[src/rtl/starting_memory_controller.sv]
// Builds the 48-bit starting game memory by hashing both players' private keys
// in turn on a single shared hash core.
module starting_memory_controller #(
    parameter int unsigned TIMEOUT = 64
) (
    input  logic        clk,
    input  logic        reset,
    input  logic        start,
    input  logic [7:0]  p1_private,
    input  logic [7:0]  p2_private,
    input  logic [7:0]  p1_money,
    input  logic [7:0]  p2_money,
    output logic        hash_start,
    output logic [7:0]  hash_message,
    input  logic        hash_done,
    input  logic [7:0]  hash_value,
    output logic        busy,
    output logic        memory_valid,
    output logic        error,
    output logic [47:0] starting_memory
);

    typedef enum logic [2:0] {
        S_IDLE   = 3'd0,
        S_ISSUE1 = 3'd1,
        S_WAIT1  = 3'd2,
        S_ISSUE2 = 3'd3,
        S_WAIT2  = 3'd4,
        S_DONE   = 3'd5,
        S_ERR    = 3'd6
    } state_t;

    localparam logic [7:0] CNT_LAST = 8'(TIMEOUT - 32'd1);

    state_t      state_q, state_d;
    logic [7:0]  cnt_q, cnt_d;
    logic [7:0]  p1_priv_q, p1_priv_d;
    logic [7:0]  p2_priv_q, p2_priv_d;
    logic [7:0]  p1_money_q, p1_money_d;
    logic [7:0]  p2_money_q, p2_money_d;
    logic [7:0]  p1_pub_q, p1_pub_d;
    logic [7:0]  p2_pub_q, p2_pub_d;
    logic [7:0]  msg_q, msg_d;
    logic [47:0] mem_q, mem_d;
    logic        valid_q, valid_d;
    logic        error_q, error_d;

    // State register and all datapath registers.
    always_ff @(posedge clk) begin
        if (reset) begin
            state_q    <= S_IDLE;
            cnt_q      <= 8'd0;
            p1_priv_q  <= 8'd0;
            p2_priv_q  <= 8'd0;
            p1_money_q <= 8'd0;
            p2_money_q <= 8'd0;
            p1_pub_q   <= 8'd0;
            p2_pub_q   <= 8'd0;
            msg_q      <= 8'd0;
            mem_q      <= 48'd0;
            valid_q    <= 1'b0;
            error_q    <= 1'b0;
        end else begin
            state_q    <= state_d;
            cnt_q      <= cnt_d;
            p1_priv_q  <= p1_priv_d;
            p2_priv_q  <= p2_priv_d;
            p1_money_q <= p1_money_d;
            p2_money_q <= p2_money_d;
            p1_pub_q   <= p1_pub_d;
            p2_pub_q   <= p2_pub_d;
            msg_q      <= msg_d;
            mem_q      <= mem_d;
            valid_q    <= valid_d;
            error_q    <= error_d;
        end
    end

    // Next-state and datapath update; the message register is preloaded so it
    // is already stable in each ISSUE cycle, and done beats the timeout.
    always_comb begin
        state_d    = state_q;
        cnt_d      = cnt_q;
        p1_priv_d  = p1_priv_q;
        p2_priv_d  = p2_priv_q;
        p1_money_d = p1_money_q;
        p2_money_d = p2_money_q;
        p1_pub_d   = p1_pub_q;
        p2_pub_d   = p2_pub_q;
        msg_d      = msg_q;
        mem_d      = mem_q;
        valid_d    = valid_q;
        error_d    = error_q;
        case (state_q)
            S_IDLE: begin
                if (start) begin
                    p1_priv_d  = p1_private;
                    p2_priv_d  = p2_private;
                    p1_money_d = p1_money;
                    p2_money_d = p2_money;
                    msg_d      = p1_private;
                    valid_d    = 1'b0;
                    error_d    = 1'b0;
                    state_d    = S_ISSUE1;
                end else begin
                    state_d = S_IDLE;
                end
            end
            S_ISSUE1: begin
                cnt_d   = 8'd0;
                state_d = S_WAIT1;
            end
            S_WAIT1: begin
                if (hash_done) begin
                    p1_pub_d = hash_value;
                    msg_d    = p2_priv_q;
                    state_d  = S_ISSUE2;
                end else if (cnt_q == CNT_LAST) begin
                    state_d = S_ERR;
                end else begin
                    cnt_d = cnt_q + 8'd1;
                end
            end
            S_ISSUE2: begin
                cnt_d   = 8'd0;
                state_d = S_WAIT2;
            end
            S_WAIT2: begin
                if (hash_done) begin
                    p2_pub_d = hash_value;
                    state_d  = S_DONE;
                end else if (cnt_q == CNT_LAST) begin
                    state_d = S_ERR;
                end else begin
                    cnt_d = cnt_q + 8'd1;
                end
            end
            S_DONE: begin
                mem_d   = {p1_priv_q, p1_pub_q, p1_money_q,
                           p2_priv_q, p2_pub_q, p2_money_q};
                valid_d = 1'b1;
                state_d = S_IDLE;
            end
            S_ERR: begin
                error_d = 1'b1;
                state_d = S_IDLE;
            end
            default: begin
                state_d = S_IDLE;
            end
        endcase
    end

    assign hash_start      = (state_q == S_ISSUE1) || (state_q == S_ISSUE2);
    assign busy            = (state_q != S_IDLE);
    assign hash_message    = msg_q;
    assign memory_valid    = valid_q;
    assign error           = error_q;
    assign starting_memory = mem_q;

endmodule

[config.mk]
export PLATFORM = sky130hd
export DESIGN_NAME = starting_memory_controller
export DESIGN_NICKNAME = d
export VERILOG_FILES = /design/src/rtl/starting_memory_controller.sv
export SDC_FILE = /design/constraint.sdc
export NUM_CORES = 1
export LEC_CHECK = 0
export CORE_ASPECT_RATIO = 1.5
export CORE_MARGIN = 3
export CORE_UTILIZATION = 49
export DETAILED_ROUTE_END_ITERATION = 6
export GPL_ROUTABILITY_DRIVEN = 0
export GPL_TIMING_DRIVEN = 0
export PLACE_DENSITY = 0.79
export REMOVE_ABC_BUFFERS = 1
export SYNTH_ARGS = -nofsm -noshare
export SYNTH_HDL_FRONTEND = slang
export SYNTH_SLANG_ARGS = --single-unit
[constraint.sdc]
create_clock -name clk -period 2.15 [get_ports clk]
set_clock_uncertainty 0.05 [all_clocks]
set_input_delay 0.5375 -clock clk [delete_from_list [all_inputs] [get_ports clk]]
set_output_delay 0.5375 -clock clk [all_outputs]
set_load 0.02 [all_outputs]
# Yosys cells after proc, flatten, opt, wreduce, memory -nomap -nowiden

Cells that the tools add are included.

Register bits after elaboration: 117
Bits of input ports: 44

$add $sub $neg: 1
Eq/ne operators: 11
Muxes and demuxes: 14
Reduce and logical (&&, ||, !) cells: 16

Operators with widths:

| kind                                                 | number |
|---|---|
| two-way mux 8 bit                                    | 4 |
| one-hot mux 8 bit (2 select lines)                   | 2 |
| one-hot mux 3 bit (5 select lines)                   | 1 |
| AND reduction 2 bit                                  | 5 |
| equality test 3 bit (second input constant)          | 3 |
| two-way mux 3 bit                                    | 3 |
| adder 8 x 1 -> 8 bit (second input constant)         | 1 |
| equality test 8 x 6 -> 1 bit (second input constant) | 1 |
| inequality test 2 bit (second input constant)        | 4 |
| nonzero test 2 bit                                   | 4 |
| equality test 3 x 2 -> 1 bit (second input constant) | 2 |
| AND reduction 3 bit                                  | 2 |
| one-hot mux 1 bit (2 select lines)                   | 2 |
| OR reduction 2 bit                                   | 2 |
| equality test 3 x 1 -> 1 bit (second input constant) | 1 |
| logical NOT 3 bit                                    | 1 |
| nonzero test 3 bit                                   | 1 |
| two-way mux 1 bit                                    | 2 |
| logical OR 1 bit                                     | 1 |

# Depth between registers and ports, before layout

Gate-level depths: netlist (run 1).

Word-level depth: 4
Gate-level depth with buffers: 8
Mapped depth without buffers: 6

# Least setup slack after synthesis (run 1)

No wires, ideal clock.

Kind: reg2reg
Start: register cnt_q[0]
End: register cnt_q[0]
Arrival: 1586 ps
Data required time: 1979 ps
Setup slack: 393 ps
Cell stages (with the launch flop): 6
Buffers on the path: 0
Cell sequence: dfxtp_1 > ha_1 > and3_1 > nor4b_4 > o41a_1 > mux2_2

Longest elaborated chain between the ends: 4
Elaborated cells between the ends (all ways): 7
Classes of those cells: add/sub (1); eq/ne (2); mux (3); reduce/logical (1)

RTL lines:

| item                               | RTL line | RTL |
|---|---|---|
| start, declared                    | 36       | `logic [7:0] cnt_q, cnt_d;` |
| start signal, assigned             | 65       | `cnt_q <= cnt_d;` |
| adder 8 x 1 -> 8 bit               | 121, 135 |  |
| two-way mux 8 bit                  | 118, 132 |  |
| two-way mux 8 bit                  | 114      | `if (hash_done) begin` |
| one-hot mux 8 bit (2 select lines) | 94       | `case (state_q)` |

Parallel ways exist; a longest one is shown, timed or not. The select of a mux whose other input is x is not followed.
A chain may end at the register's enable or synchronous reset.

# Worst setup path in the final report (run 1)

Start: register state_q[1]
End: output port busy

Longest elaborated chain between the ends: 1

RTL lines:

| item                   | RTL line | RTL |
|---|---|---|
| start, declared        | 35       | `state_t state_q, state_d;` |
| start signal, assigned | 64       | `state_q <= state_d;` |
| nonzero test 3 bit     | 155      | `assign busy = (state_q != S_IDLE);` |
| end, declared          | 17       | `output logic busy,` |

Every way passes these cells.

==> results of run 1 <==
critical path, delay by kind of cell, from the launching register on:
family        cells  cell delay, ns
simple gates      1            0.40
buf+inv           1            0.30
flops             1            0.39
repair_timing:
action                     CTS  global route
setup endpoints to repair   51            10
setup buffers                1             0
hold buffers                 0             0
pin swaps                    0             0
resized for setup           10             3
how the worst min path moves through the flow:
stage	start	end	slack [ns]	cells after the start
after floorplan	p2_money_q[0]	starting_memory[0]	0.38	2
after global placement	p2_money_q[0]	starting_memory[0]	0.39	2
after detailed placement	p1_pub_q[6]	starting_memory[38]	0.39	2
after CTS	p1_pub_q[6]	starting_memory[38]	0.40	2
after global routing	p2_money_q[7]	starting_memory[7]	0.41	2
final	p1_pub_q[6]	starting_memory[38]	0.39	2
sequential cells by signal (all words and copies together) (netlist names):
register and cells:
p2_money_q 8, hash_message 8, memory_valid 1, p1_pub_q 8
p1_priv_q 8, cnt_q 8, error 1, p1_money_q 8
state_q 3, p2_pub_q 8, starting_memory 48, p2_priv_q 8
layout by cell type, fill, tap and decap left out, drive strengths merged, types with 2 or more instances in the layout:
cell / n
nor3: 6
and3: 4
a21oi: 98
dfxtp: 117
nor2: 18
nor3b: 2
nand4: 2
clkbuf: 23
nand2: 200
or3: 4
a31oi: 3
clkinv: 6
o21ai: 14
mux2i: 8
a211oi: 10
inv: 2
nor2b: 2
bufinv: 2
clkdlybuf4s50: 100
buf: 7
final cells by class:
type,count,share of cell area [%]
repair buffers,109,18.7
inverters,2,0.124
well taps,107,2.21
flip-flops and latches,117,38.7
clock buffers,23,7.87
multi-input cells,382,30.8
clock inverters,9,1.67
metal layers:
layer,GRT usage [%],share of wire [%],vias to the layer above
met4,9.82,1.3,0
met2,38.5,54,100
li1,-,-,1969
met3,6.43,4.9,8
met5,0,0,-
met1,22.5,40,1859
report_power, final:
group          internal (mW)  switching, mW  total, mW
clock                   1.79          0.913       2.70
sequential              2.25         0.0633       2.32
combinational          0.223          0.275      0.498
total                   4.26           1.25       5.51
through the flow:
step | area, um2 | setup TNS (ns)
after floorplan | 4180 | -13.54
after global routing | 6070 | 0
final | 6070 | 0
after CTS | 6060 | 0
after global placement | 5350 | -239.70
after detailed placement | 5460 | -26.38
cells by family after synthesis:
| logic type | Yosys count |
|---|---|
| AND/OR/NAND/NOR | 243 |
| AO/OA/AOI/OAI | 128 |
| flip-flops | 117 |
| buffers and inverters | 42 |
| multiplexers | 9 |
| XOR/XNOR | 1 |
| adder cells (fa/ha/maj) | 1 |
==> metrics.log, run 1 <==
INFO  metric cp-end-kind = output port
INFO  metric ys_warn_count = 0
INFO  metric post-place-ws = -0.766 ns
INFO  metric post_layout_nonfiller_instances = 749
INFO  metric run_status = finished clean
INFO  metric port-buffer-count = 103
INFO  metric worst_slew_pin_slew = 0.624 ns
INFO  metric row_count = 41
INFO  metric cts_inserted_buffers = 17
INFO  metric post-route-worst-setup-slack = 0.0761 ns
INFO  metric setup.worst_path.end = busy
INFO  metric postSynthRegisterBits = 117
INFO  metric start_of_the_worst_register_to_register_path = cnt_q[0]
INFO  metric r2r_setup_slack = 0.25 ns
INFO  metric instance_count_of_the_mapped_netlist = 541
INFO  metric ys_top_cells_by_area = dfxtp_1, nand2_1, a21oi_1
INFO  metric muxShareOfSynthArea = 2.08%
INFO  metric synth_compound_gate_area_share = 15.8%
INFO  metric power-per-cell-area = 908 mW/mm2
INFO  metric vias = 3936
INFO  metric synth_commonest_cells = nand2_1, dfxtp_1, a21oi_1
INFO  metric layout-drive-gt1-share = 8.41%
INFO  metric clockRootBuffer = clkbuf_16
INFO  metric portion_of_the_clock_cycle_consumed_by_the_worst_path_in_the_final_layout = 96.5%
INFO  metric startpoint_type = flop
INFO  metric synth_fa_ha_area_share = 0.285%
INFO  metric grt_pass1_wl = 17300 um
INFO  metric critPathMaxStageDelay = 0.40 ns
INFO  metric critical_path.cell_chain = or3_1 > clkdlybuf4s15_1
INFO  metric wl = 10800 um
INFO  metric hp-class = flop to flop
INFO  metric clkSlewWorstSetupHoldPaths = 0.05 ns
INFO  metric fin_worst_hold_slack = 0.389 ns
INFO  metric synthMostInstantiatedCell = nand2_1
INFO  metric cp.required = 1.56 ns
INFO  metric post-layout-total-power = 5.51 mW
INFO  metric fin_util = 70.9%
INFO  metric via_count_of_the_first_global_routing_pass = 3827
INFO  metric clk_lat_worst_skew = 0.40 ns
INFO  metric clock-sinks = 117
INFO  metric ys_async_sr_fraction = 0%
INFO  metric finalSetupViolCount = 0
INFO  metric synth.avg_cell_area = 8.11 um2
INFO  metric rsz0062_at_grt = no
INFO  metric multiInputGateArea = 0.00187 mm2
INFO  metric synth_area = 0.00439 mm2
INFO  metric die_w = 83.2 um
INFO  metric fillerInstances = 659
INFO  metric placedCellCount = 716
INFO  metric global_route.usage.total = 21.2%
INFO  metric cts_htree_levels = 4
INFO  metric final_hold_violation_count = 0
INFO  metric cts_tree = done
INFO  metric antenna_violating_nets_post_route = 0
INFO  metric layout-area-overhead-vs-synth = 38.4%
INFO  metric antenna_found_initial = 0
INFO  metric cp_startpoint = state_q[1]
INFO  metric drt_iter0_markers = 224
INFO  metric hpwl = 6900 um
INFO  metric die-height = 122 um
INFO  metric critical_path.reg2reg.endpoint = cnt_q[4]
INFO  metric ys.flop_type = dfxtp_1
INFO  metric crit_arrival = 1.49 ns
INFO  metric synth_xor_xnor_area_share = 0.200%
INFO  metric vias_per_cell = 5.26
INFO  metric cap_viol_max_count = 0
INFO  metric dieArea = 0.0101 mm2
INFO  metric clockBufferDepth = 2
INFO  metric synth.lib_cells_used.distinct = 37
INFO  metric fmax = 0.482 GHz
INFO  metric floorplan.io_pins = 104
INFO  metric largest_net_degree_at_the_start_of_global_routing = 93
INFO  metric ys_seq_area_share = 53.4%
INFO  metric antennaDiodeCount = 0
INFO  metric synth_top_area_share = 53.4%
INFO  metric synth_simple_gate_area_share = 23.5%
INFO  metric fin_nets = 674
INFO  metric critPathMaxFanout = 12
INFO  metric slew_headroom = 58.1%
INFO  metric regArea = 0.00235 mm2
INFO  metric synth_enable_flop_cells = 0
INFO  metric drt-pass1-iter-count = 4
INFO  metric yosysTopAreaCell = dfxtp_1
INFO  metric minimum_period_implied_by_the_final_worst_setup_slack = 2.07 ns
INFO  metric globalRoute.totalOverflow = 0
INFO  metric initial_core_util = 51.2%
INFO  metric irDropWorstVdd = 0.704 mV
INFO  metric type_of_the_worst_setup_path = flop to output port
INFO  metric register_to_register_path_depth = 6
INFO  metric area_of_the_placeable_core = 0.00857 mm2
INFO  metric wl_per_cell = 14.4 um
INFO  metric synth_top_family_by_area = simple AND/OR/NAND/NOR gates
INFO  metric p_leak = 2.12 nW
INFO  metric finalMaxSlewViolations = 0
INFO  metric crit_path_top_delay_cell = or3_1
INFO  metric post-route-drc-count = 0
Power figures use the tool's default switching activity.
==> run 2: changes to the inputs <==
--- a/config.mk
+++ b/config.mk
@@ -7,3 +7,2 @@
 export LEC_CHECK = 0
-export CORE_ASPECT_RATIO = 1.5
 export CORE_MARGIN = 3
@@ -15,2 +14,3 @@
 export REMOVE_ABC_BUFFERS = 1
+export SLEW_MARGIN = 10
 export SYNTH_ARGS = -nofsm -noshare
==> constraint.sdc (replaced) <==
create_clock -name clk -period 2.15 [get_ports clk]
set_clock_uncertainty 0.05 [all_clocks]
set_input_delay 0.43 -clock clk [delete_from_list [all_inputs] [get_ports clk]]
set_output_delay 0.43 -clock clk [all_outputs]
set_load 0.02 [all_outputs]
==> run 2 against run 1 <==
  * Power up 2.5%
  * Sequential power about the same
  * Sequential share of layout area down 0.14 points
  * Routed wire length up 0.17%
  * Sequential cell count unchanged
  * Maximum frequency up 0.70%
  * Register-to-register slack worse by 0.02 ns
  * First-iteration DRC count down 33%
  * Global-route usage up 0.54 points
  * Largest power group unchanged
  * Highest routed layer unchanged
==> metrics.log, run 2 (synthesis results as in run 1) <==
INFO  metric clock-sinks = 117
INFO  metric clockRootBuffer = clkbuf_8
INFO  metric wl = 10800 um
INFO  metric crit_arrival = 1.58 ns
INFO  metric worst_slew_pin_slew = 0.776 ns
INFO  metric post-layout-total-power = 5.65 mW
INFO  metric clockBufferDepth = 2
INFO  metric regArea = 0.00235 mm2
INFO  metric portion_of_the_clock_cycle_consumed_by_the_worst_path_in_the_final_layout = 95.8%
INFO  metric port-buffer-count = 103
INFO  metric drt-pass1-iter-count = 4
INFO  metric drt_iter0_markers = 151
INFO  metric area_of_the_placeable_core = 0.00846 mm2
INFO  metric grt_pass1_wl = 17600 um
INFO  metric clk_lat_worst_skew = 0.50 ns
INFO  metric rsz0062_at_grt = no
INFO  metric fillerInstances = 671
INFO  metric critPathMaxFanout = 12
INFO  metric antennaDiodeCount = 0
INFO  metric layout-area-overhead-vs-synth = 38.9%
INFO  metric cts_tree = done
INFO  metric hpwl = 6980 um
INFO  metric final_hold_violation_count = 0
INFO  metric layout-drive-gt1-share = 8.55%
INFO  metric antenna_violating_nets_post_route = 0
INFO  metric crit_path_top_delay_cell = dfxtp_2
INFO  metric power-per-cell-area = 928 mW/mm2
INFO  metric fin_nets = 675
INFO  metric wl_per_cell = 14.4 um
INFO  metric cp.required = 1.67 ns
INFO  metric post-place-ws = -0.407 ns
INFO  metric row_count = 33
INFO  metric critical_path.cell_chain = or3_1 > dlygate4sd2_1
INFO  metric cap_viol_max_count = 0
INFO  metric die-height = 101 um
INFO  metric clkSlewWorstSetupHoldPaths = 0.06 ns
INFO  metric global_route.usage.total = 21.8%
INFO  metric finalSetupViolCount = 0
INFO  metric floorplan.io_pins = 104
INFO  metric type_of_the_worst_setup_path = flop to output port
INFO  metric vias_per_cell = 5.28
INFO  metric largest_register_ff_count = 48
INFO  metric startpoint_type = flop
INFO  metric cts_inserted_buffers = 17
INFO  metric finalMaxSlewViolations = 0
INFO  metric p_leak = 2.13 nW
INFO  metric die_w = 101 um
INFO  metric post-route-worst-setup-slack = 0.0905 ns
INFO  metric post-route-drc-count = 0
INFO  metric cts-hold-fix-buffers = 0
INFO  metric slew_headroom = 48.0%
INFO  metric cp-end-kind = output port
INFO  metric crit_family = flip-flops
INFO  metric antenna_found_initial = 0
INFO  metric mostFrequentLayoutCell = nand2_1
INFO  metric globalRoute.totalOverflow = 0
INFO  metric largest_net_degree_at_the_start_of_global_routing = 86
INFO  metric multiInputGateArea = 0.00186 mm2
INFO  metric vias = 3950
INFO  metric layout_common_cells = nand2_1, dfxtp_1, clkdlybuf4s50_1
INFO  metric fin_worst_hold_slack = 0.253 ns
INFO  metric hp-class = input pin to flop
INFO  metric minimum_period_implied_by_the_final_worst_setup_slack = 2.06 ns
INFO  metric irDropWorstVdd = 0.684 mV
INFO  metric crit_buf_inv = 1
INFO  metric fmax = 0.486 GHz
INFO  metric cts_htree_levels = 4
INFO  metric run_status = finished clean
INFO  metric initial_core_util = 51.8%
INFO  metric critPathMaxStageDelay = 0.38 ns
INFO  metric via_count_of_the_first_global_routing_pass = 3856
INFO  metric dieArea = 0.0101 mm2
==> run 2: repair_timing <==
item                                    CTS  global route
gates resized for setup                   7             2
endpoints found under the setup margin   18             9
setup buffers                             2             0
==> run 2: report_power, final <==
group	total (mW)	leakage, nW	switching [mW]	internal [mW]
clock	2.84	0.292	0.966	1.88
sequential	2.31	0.951	0.0610	2.25
combinational	0.496	0.889	0.274	0.222
total	5.65	2.13	1.30	4.35
==> run 2: path summary, 6_finish.rpt <==
path / from / end / slack, ns / cells past startpoint
max: state_q[1] / busy / 0.09 / 2
min: reset / memory_valid / 0.25 / 2
max reg2reg: cnt_q[0] / cnt_q[2] / 0.23 / 6
min reg2reg: p1_pub_q[4] / starting_memory[36] / 0.40 / 2
==> run 2: per-layer routing <==
layer  vias up  GRT usage (%)  share of wire [%]  routed length (um)
met5         -              0                  0                   0
met4         0           8.39                1.7                 183
met3        16           6.44                5.5                 595
met2       119           38.5                 52                5650
met1      1846           24.5                 40                4370
li1       1969              -                  -                   -
==> run 2: cell type report <==
cell class	count	area share, %
sequential	117	38.5
tap	105	2.16
clock inverter	13	2.98
timing repair buffer	110	18.8
clock buffer	19	6.92
multi-input combinational	382	30.5
inverter	2	0.123
==> run 2: metrics by stage <==
step                      instances  util, %  TNS (ns)  instance area [um2]
after detailed placement        714     64.5     -8.96                 5460
after floorplan                 501        -    -12.35                 4180
final                           748     72.0         0                 6090
after global routing            748     72.0         0                 6090
after global placement          709     63.2   -229.49                 5350
after CTS                       748     71.9         0                 6090
==> run 2: worst reg2reg max path, stage by stage, from the launching register on <==
cell and delay, ns:
dfxtp_1 0.32, ha_1 0.23, and3_1 0.25, nor4b_4 0.17, o41a_1 0.48, o21ai_0 0.19
o21ai_0 0.10
==> run 3: changes to the inputs <==
ABC_AREA = 1   (was unset)
CORE_UTILIZATION = 62   (was 49)
DONT_BUFFER_PORTS = 1   (was unset)
PLACE_DENSITY = 0.78   (was 0.79)
==> run 3 against run 2 <==
  * Critical path depth unchanged
  * Clock-buffer cell count shrank 1
  * Sequential share of layout area rose by 6.2 points
  * Sequential power rose by 4%
  * Utilization rose by 3.4 points
  * Synthesized cell count up 7.6%
  * Via count decreased by 6.6%
  * Area after synthesis increased by 3.7%
  * Critical path type unchanged
  * Critical endpoint is now hash_start
  * Largest cell class unchanged
  * Highest routed layer unchanged
==> metrics.log, run 3 <==
INFO  metric wl = 10100 um
INFO  metric die_w = 91.6 um
INFO  metric post-layout-total-power = 5.88 mW
INFO  metric p_leak = 1.94 nW
INFO  metric type_of_the_worst_setup_path = flop to output port
INFO  metric tns = 0 ns
INFO  metric fmax = 0.500 GHz
INFO  metric layout-drive-gt1-share = 9.97%
INFO  metric fin_worst_hold_slack = 0.0341 ns
INFO  metric drt_iter0_markers = 206
INFO  metric run_status = finished clean
INFO  metric antenna_violating_nets_post_route = 0
INFO  metric finalMaxSlewViolations = 0
INFO  metric via_count_of_the_first_global_routing_pass = 3459
INFO  metric cp.required = 1.67 ns
INFO  metric r2r_setup_slack = 0.20 ns
INFO  metric ys_warn_count = 0
INFO  metric largest_net_degree_at_the_start_of_global_routing = 64
INFO  metric irDropWorstVdd = 0.704 mV
INFO  metric row_count = 30
INFO  metric fillerInstances = 514
INFO  metric die-height = 91.6 um
INFO  metric vias_per_cell = 5.44
INFO  metric cp-end-kind = output port
INFO  metric largest_register_ff_count = 48
INFO  metric register_to_register_path_depth = 4
INFO  metric min_delay_path_depth = 2
INFO  metric portion_of_the_clock_cycle_consumed_by_the_worst_path_in_the_final_layout = 93.0%
INFO  metric cts_inserted_buffers = 17
INFO  metric grt_pass1_wl = 16400 um
INFO  metric startpoint_type = flop
INFO  metric ys_async_sr_fraction = 0%
INFO  metric cp_startpoint = state_q[0]
INFO  metric ys_top_cells_by_area = dfxtp_1, o21ai_0, a21oi_1
INFO  metric synth.avg_cell_area = 7.81 um2
INFO  metric setup.worst_path.end = hash_start
INFO  metric crit_arrival = 1.52 ns
INFO  metric ys_seq_area_share = 51.5%
INFO  metric synth_area = 0.00455 mm2
INFO  metric cap_viol_max_count = 0
INFO  metric power-per-cell-area = 1120 mW/mm2
INFO  metric hp-class = input pin to flop
INFO  metric clk_lat_worst_skew = 0.51 ns
INFO  metric antennaDiodeCount = 0
INFO  metric cts_tree = done
INFO  metric rsz0062_at_grt = no
INFO  metric start_of_the_worst_register_to_register_path = state_q[0]
INFO  metric dieArea = 0.00840 mm2
INFO  metric critPathMaxFanout = 9
INFO  metric clock-sinks = 117
INFO  metric layout_common_cells = dfxtp_1, o21ai_0, inv_1, a21oi_1, nand2_1
INFO  metric worst_slew_pin_slew = 0.802 ns
INFO  metric minimum_period_implied_by_the_final_worst_setup_slack = 2.00 ns
INFO  metric port-buffer-count = 0
INFO  metric slew_headroom = 46.5%
INFO  metric placement_cell_area = 0.00454 mm2
INFO  metric vias = 3689
INFO  metric wl_per_cell = 14.9 um
INFO  metric initial_core_util = 65.5%
INFO  metric final_hold_violation_count = 0
INFO  metric hpwl = 6040 um
INFO  metric synth_commonest_cells = dfxtp_1, o21ai_0, inv_1
INFO  metric layout.cell_area.non_filler = 0.00524 mm2
INFO  metric cts_htree_levels = 4
INFO  metric synth.lib_cells_used.distinct = 28
INFO  metric critical_path.reg2reg.endpoint = error
INFO  metric postSynthRegisterBits = 117
INFO  metric floorplan.io_pins = 104
INFO  metric mostFrequentLayoutCell = dfxtp_1
INFO  metric post-route-drc-count = 0
INFO  metric synthMostInstantiatedCell = dfxtp_1
INFO  metric yosysTopAreaCell = dfxtp_1
INFO  metric layout-area-overhead-vs-synth = 15.2%
INFO  metric clkSlewWorstSetupHoldPaths = 0.06 ns
INFO  metric drt-pass1-iter-count = 5
INFO  metric ys.flop_type = dfxtp_1
INFO  metric global_route.usage.total = 24.5%
INFO  metric finalSetupViolCount = 0
INFO  metric fin_nets = 614
INFO  metric clockBufferDepth = 2
INFO  metric globalRoute.totalOverflow = 0
INFO  metric area_of_the_placeable_core = 0.00694 mm2
INFO  metric synth_top_area_share = 51.5%
INFO  metric clockRootBuffer = clkbuf_8
INFO  metric antenna_found_initial = 0
INFO  metric instance_count_of_the_mapped_netlist = 582
INFO  metric synth_enable_flop_cells = 0
==> run 3: cell count changes after synthesis, sizes merged, moves of 7 or more <==
cell	before	now
a211oi	10	0
a31oi	3	10
inv	2	99
mux2i	8	0
nand2	200	51
nand3	1	34
nor2	18	36
o21ai	14	96
==> run 3: per-stage QoR <==
stage                     cells  util (%)  worst slack [ns]
after CTS                   678      75.3            0.0232
after global placement      642      64.8            -0.701
after detailed placement    644      65.4            -0.566
final                       678      75.4             0.151
after floorplan             546         -             0.108
after global routing        678      75.4            0.0526
==> run 3: report_power, final <==
group / internal [mW] / switching (mW)
Combinational: 0.122 / 0.274
Clock: 2.04 / 1.03
Sequential: 2.29 / 0.115
Total: 4.46 / 1.42
==> run 3: worst min path at each step <==
| stage | start | end | slack [ns] |
|---|---|---|---|
| 2_1_floorplan | p1_money_q[0] | p1_money_q[0] | 0.37 |
| 3_3_place_gp | p2_money_q[4] | p2_money_q[4] | 0.38 |
| 3_5_place_dp | p1_priv_q[5] | p1_priv_q[5] | 0.38 |
| 4_1_cts | p1_private[2] | hash_message[2] | 0.02 |
| 5_1_grt | p1_private[7] | hash_message[7] | 0.02 |
| 6_report | p1_private[2] | hash_message[2] | 0.03 |
==> run 3: layout make-up <==
type                            count  area [um2]  area share, %
Tap cell                           96         120           2.29
Inverter                           99         374           7.15
Sequential cell                   117        2340           44.7
Multi-Input combinational cell    331        1700           32.4
Clock inverter                     14         225           4.30
Timing Repair Buffer                3        50.0          0.956
Clock buffer                       18         428           8.17
==> run 3: logic make-up after synthesis <==
group           share of synthesized area [%]
compound gates                           22.9
buf+inv                                  11.9
simple gates                             13.0
flops                                    51.5
xor+xnor                                0.385
fa+ha+maj                               0.275
==> run 3: what timing repair did <==
action | in CTS | in global routing
hold buffers | 1 | 0
setup buffers | 0 | 0
hold endpoints to repair | 16 | 0
gates resized for setup | 2 | 3
endpoints found under the setup margin | 44 | 9
cloned | 1 | 0
pin swaps | 1 | 0
==> run 3: critical path, stage by stage, from the launching register on <==
cell,delay (ns)
dfxtp_1,0.56
nand2_2,0.24
inv_1,0.21
==> run 3: metal layers <==
layer  GRT usage (%)  up-vias  routed length [um]
li1                -     1870                   -
met1            28.6     1689                4180
met2            41.1      116                5040
met3            8.37       14                 759
met4            10.1        0                 138
met5               0        -                   0
==> edit 1: new RTL, settings of run 1 <==
Re-encode `state_t` (7 states) as Gray code, 3 bits wide.
--- a/src/rtl/starting_memory_controller.sv
+++ b/src/rtl/starting_memory_controller.sv
@@ -21,13 +21,13 @@
 );
 
     typedef enum logic [2:0] {
-        S_IDLE   = 3'd0,
-        S_ISSUE1 = 3'd1,
-        S_WAIT1  = 3'd2,
-        S_ISSUE2 = 3'd3,
-        S_WAIT2  = 3'd4,
-        S_DONE   = 3'd5,
-        S_ERR    = 3'd6
+        S_IDLE   = 3'b000,
+        S_ISSUE1 = 3'b001,
+        S_WAIT1  = 3'b011,
+        S_ISSUE2 = 3'b010,
+        S_WAIT2  = 3'b110,
+        S_DONE   = 3'b111,
+        S_ERR    = 3'b101
     } state_t;
 
     localparam logic [7:0] CNT_LAST = 8'(TIMEOUT - 32'd1);
Check against the original RTL: same outputs for any inputs over 10 cycles, from zero or initial values and one cycle with reset high; not proved beyond that.
==> edit 1 against run 1 <==
Area after synthesis rose by 2.0%; core utilization fell by 1.5 points; power rose by 2.4%; sequential cell count did not move; wire length rose by 2.2%; setup slack got worse by 12 ps; hold slack improved by 11 ps; non-clock buffer count rose by 1; global-route usage rose by 0.46 points; final area rose by 1.4%; register-to-register slack got worse by 80 ps; largest power group unchanged.
==> edit 1: results (changes against run 1) <==
[final_layout]
postLayoutCellArea_sq_um=6160  ; +1.4%
drive_gt1_share_pct=7.80  ; -0.61 points
fin_nets=687  ; +1.9%
seq_area_sq_um=2350  ; +0.21%
clock_tree_area_fraction_pct=9.45  ; -0.093 points
fill_cells=713  ; +8.2%
num-nonclk-inverters=6  ; +4
buffer_area_share_pct=18.3  ; -0.34 points
n_multi_input_combinational_cell=390  ; +2.1%
layout.non_clock_buffers=110  ; +0.92%
multi_input_comb_area_sq_um=1930  ; +3.5%
fin_util_pct=69.3  ; -1.5 points
num-clock-buffers=28  ; +22%

[synth]
average_cell_area_after_synthesis_sq_um=8.09  ; -0.24%
synth_area_leaders=sky130_fd_sc_hd__dfxtp_1, sky130_fd_sc_hd__nand2_1, sky130_fd_sc_hd__a21oi_1
yosysSeqAreaShare_pct=52.4  ; -1.0 points
synth.top_cells.by_count=sky130_fd_sc_hd__nand2_1, sky130_fd_sc_hd__dfxtp_1, sky130_fd_sc_hd__a21oi_1
ys_types=48  ; +30%

[outcome]
outcome=completed

[timing]
worst_slew_pin_slew_ps=655  ; +30.4 ps
max_clock_freq_mhz=479  ; -0.58%
whs_ps=400  ; +10.9 ps

[grt]
first_global_vias=3986  ; +4.2%
largest_net_degree_at_the_start_of_global_routing=85  ; -8.6%
grt_first_pass_wirelength_microns=18000  ; +4.1%
grt_usage_pct=21.7  ; +0.46 points

[pwr]
leakagePower_uw=0.00224  ; +5.5%
vdd_drop_max_uv=689  ; -2.1%

[hold_path]
hp-class=reg2reg
holdPathEnd=starting_memory[8]
min_from=p2_pub_q[0]

[detailed_routing]
wl_per_cell_microns=14.4  ; +0.19%
detailedRoute.firstIterationViolations=263  ; +17%
vias=4116  ; +4.6%
wl_microns=11000  ; +2.2%
drt_pass1_iterations=5  ; +1

[setup_path]
worst_r2r_startpoint=state_q[2]
slowest_cell_on_the_critical_path=sky130_fd_sc_hd__dfxtp_4
worstRegToRegCells=4  ; -2
crit_fanout=9  ; -3
launching_element_of_the_worst_setup_path=state_q[0]
crit_family=buffers and inverters
critPathMaxStageDelay_ps=370  ; -30 ps
ff2ff_setup_slack_ps=170  ; -80 ps
worstReg2RegEnd=p1_pub_q[1]

[placement]
post_dp_cell_area_sq_um=5530  ; +1.4%
dp.final_hpwl_microns=6860  ; -0.65%
dp_slack_ps=-826  ; -60.1 ps
dp_cells=729  ; +1.8%

[cts]
cts_setup_buffers=0  ; -1
post_cts.resized_instances=14  ; +4
cts-buffers-inserted=17  ; unchanged

edit 1: cell families (layout without fill, tap and decap cells):
logic type      after synthesis  in the layout  synth area share, %
buf+inv                      46            147                 4.73
compound gates              126            126                 16.2
mux                           9              9                 2.01
simple gates                252            252                 24.0
flops                       117            117                 52.4
xor+xnor                      2              2                0.392
fa+ha+maj                     1              1                0.280
edit 1: per-layer routing:
metal | wire length (microns) | vias to the layer above | global-route usage [%] | part of all wire, %
met5 | 0 | - | 0 | 0
met4 | 433 | 0 | 13.0 | 3.9
met3 | 586 | 29 | 6.27 | 5.3
met2 | 5620 | 147 | 37.5 | 51
met1 | 4380 | 1909 | 23.5 | 40
li1 | - | 2031 | - | -
edit 1: where the power goes:
group          switching (uW)  internal (uW)  total [uW]  leakage, uW
clock                     899           1850        2750     0.000285
sequential               65.2           2260        2330     0.000951
combinational             323            250         573      0.00100
==> edit 2: new RTL, settings of run 1 <==
Made on the original files. The parameter `TIMEOUT` goes from 64 to 48.
--- a/src/rtl/starting_memory_controller.sv
+++ b/src/rtl/starting_memory_controller.sv
@@ -1,7 +1,7 @@
 // Builds the 48-bit starting game memory by hashing both players' private keys
 // in turn on a single shared hash core.
 module starting_memory_controller #(
-    parameter int unsigned TIMEOUT = 64
+    parameter int unsigned TIMEOUT = 48
 ) (
     input  logic        clk,
     input  logic        reset,
Function: no difference found for any inputs over 10 cycles, from zero or initial values and one cycle with reset high; that may be too few to reach the edited logic, so the function may still have changed.
==> edit 2 against run 1 <==
Combinational power is 5.6% higher; sequential cell count unchanged; setup slack got worse by 16 ps; wire length increased by 2.2%; area after synthesis decreased by 0.23%; final area increased by 0.41%; clock power rose by 3%; power rose by 2.2%; largest power group unchanged; core utilization grew 0.29 points.
==> edit 2: results (changes against run 1) <==
[placement]
dp_slack_ps=-745  ; +20.5 ps
dp.final_hpwl_microns=6930  ; +0.47%

[grt]
grt_usage_pct=21.8  ; +0.54 points
grt_first_pass_wirelength_microns=17800  ; +3.2%
largest_net_degree_at_the_start_of_global_routing=94  ; +1.1%

[synth]
synth-async-reset-ratio_pct=0  ; unchanged
average_cell_area_after_synthesis_sq_um=8.15  ; +0.51%
yosys.area_share.adder_pct=0.286  ; +0.00065 points
synth_area_leaders=sky130_fd_sc_hd__dfxtp_1, sky130_fd_sc_hd__nand2_1, sky130_fd_sc_hd__a21oi_1
ys_types=39  ; +5.4%
yosysSeqAreaShare_pct=53.5  ; +0.12 points
synth.area.mux_share_pct=2.32  ; +0.23 points
synth-compound-area-share_pct=15.6  ; -0.19 points

[cts]
cts_setup_buffers=0  ; -1
htree_levels=4  ; unchanged

[timing]
worst_slew_pin_slew_ps=908  ; +284 ps
finalSetupViolCount=0  ; unchanged

[detailed_routing]
detailedRoute.firstIterationViolations=190  ; -15%
wl_per_cell_microns=14.8  ; +2.7%
vias_per_cell=5.28  ; +0.51%
vias=3935  ; -0.025%

[pwr]
leakagePower_uw=0.00213  ; +0.41%
vdd_drop_max_uv=684  ; -2.8%
internal_power_of_the_cells_uw=4330  ; +1.6%

[final_layout]
fill_cells=671  ; +1.8%
fin_nets=670  ; -0.59%

[outcome]
outcome=completed

[setup_path]
slowest_cell_on_the_critical_path=sky130_fd_sc_hd__dfxtp_2

==> edit 2: cell types whose count changed after synthesis, sizes merged, moves of 2 or more <==
cell / change
nor3b: +3
buf: -8
o21ai: -7
nand3: +2
o31ai: +3
nand2: -2
o22a: +3
nor3: -2
nor2: -5
clkbuf: +6
a31oi: -2
nor4: +2
==> edit 2: final timing paths <==
kind	from	end	slack, ps	cells past startpoint
worst max-delay path	state_q[1]	busy	60	2
worst min-delay path	p1_pub_q[1]	starting_memory[33]	400	2
worst max register to register	state_q[1]	p1_pub_q[3]	250	4
worst min register to register	p1_pub_q[1]	starting_memory[33]	400	2
==> edit 2: cell families after synthesis <==
kind of cell | Yosys count
compound gates | 124
xor+xnor | 1
fa+ha+maj | 1
buf+inv | 40
flops | 117
mux | 10
simple gates | 244
==> edit 2: power by group through the flow <==
stage	Clock, uW	Sequential [uW]	Combinational (uW)
2_1_floorplan	0	2380	227
3_3_place_gp	0	2360	490
3_5_place_dp	0	2370	519
4_1_cts	2810	2320	525
5_1_grt	2910	2340	569
6_report	2790	2330	526
==> edit 2: stage by stage <==
stage                     TNS, ps  area, sq um
final                           0         6100
after global placement    -242560         5370
after floorplan                 0         4200
after global routing            0         6100
after detailed placement   -24280         5490
after CTS                       0         6090
==> edit 2: area by class of cell <==
cell class	count	share of cell area, %
well taps	107	2.20
repair buffers	107	18.5
multi-input cells	380	31.1
inverters	2	0.123
clock inverters	11	2.18
clock buffers	21	7.39
flip-flops and latches	117	38.5
==> edit 2: routing by layer <==
metal	global-route usage, %	part of all wire [%]	vias to the layer above
met5	0	0	-
met2	37.2	52	101
met1	24.6	41	1845
li1	-	-	1964
met4	11.5	2.8	0
met3	6.29	4.7	25
==> edit 2: timing repair <==
item,in CTS,in global routing
setup endpoints to repair,51,10
resized for setup,11,2
pin swaps,0,1
hold buffers,0,0
==> edit 2: critical path, delay by kind of cell, from the launching register on <==
kind / cells / cell delay (ps)
and+or+nand+nor: 1 / 400
DFF: 1 / 400
buffers and inverters: 1 / 300
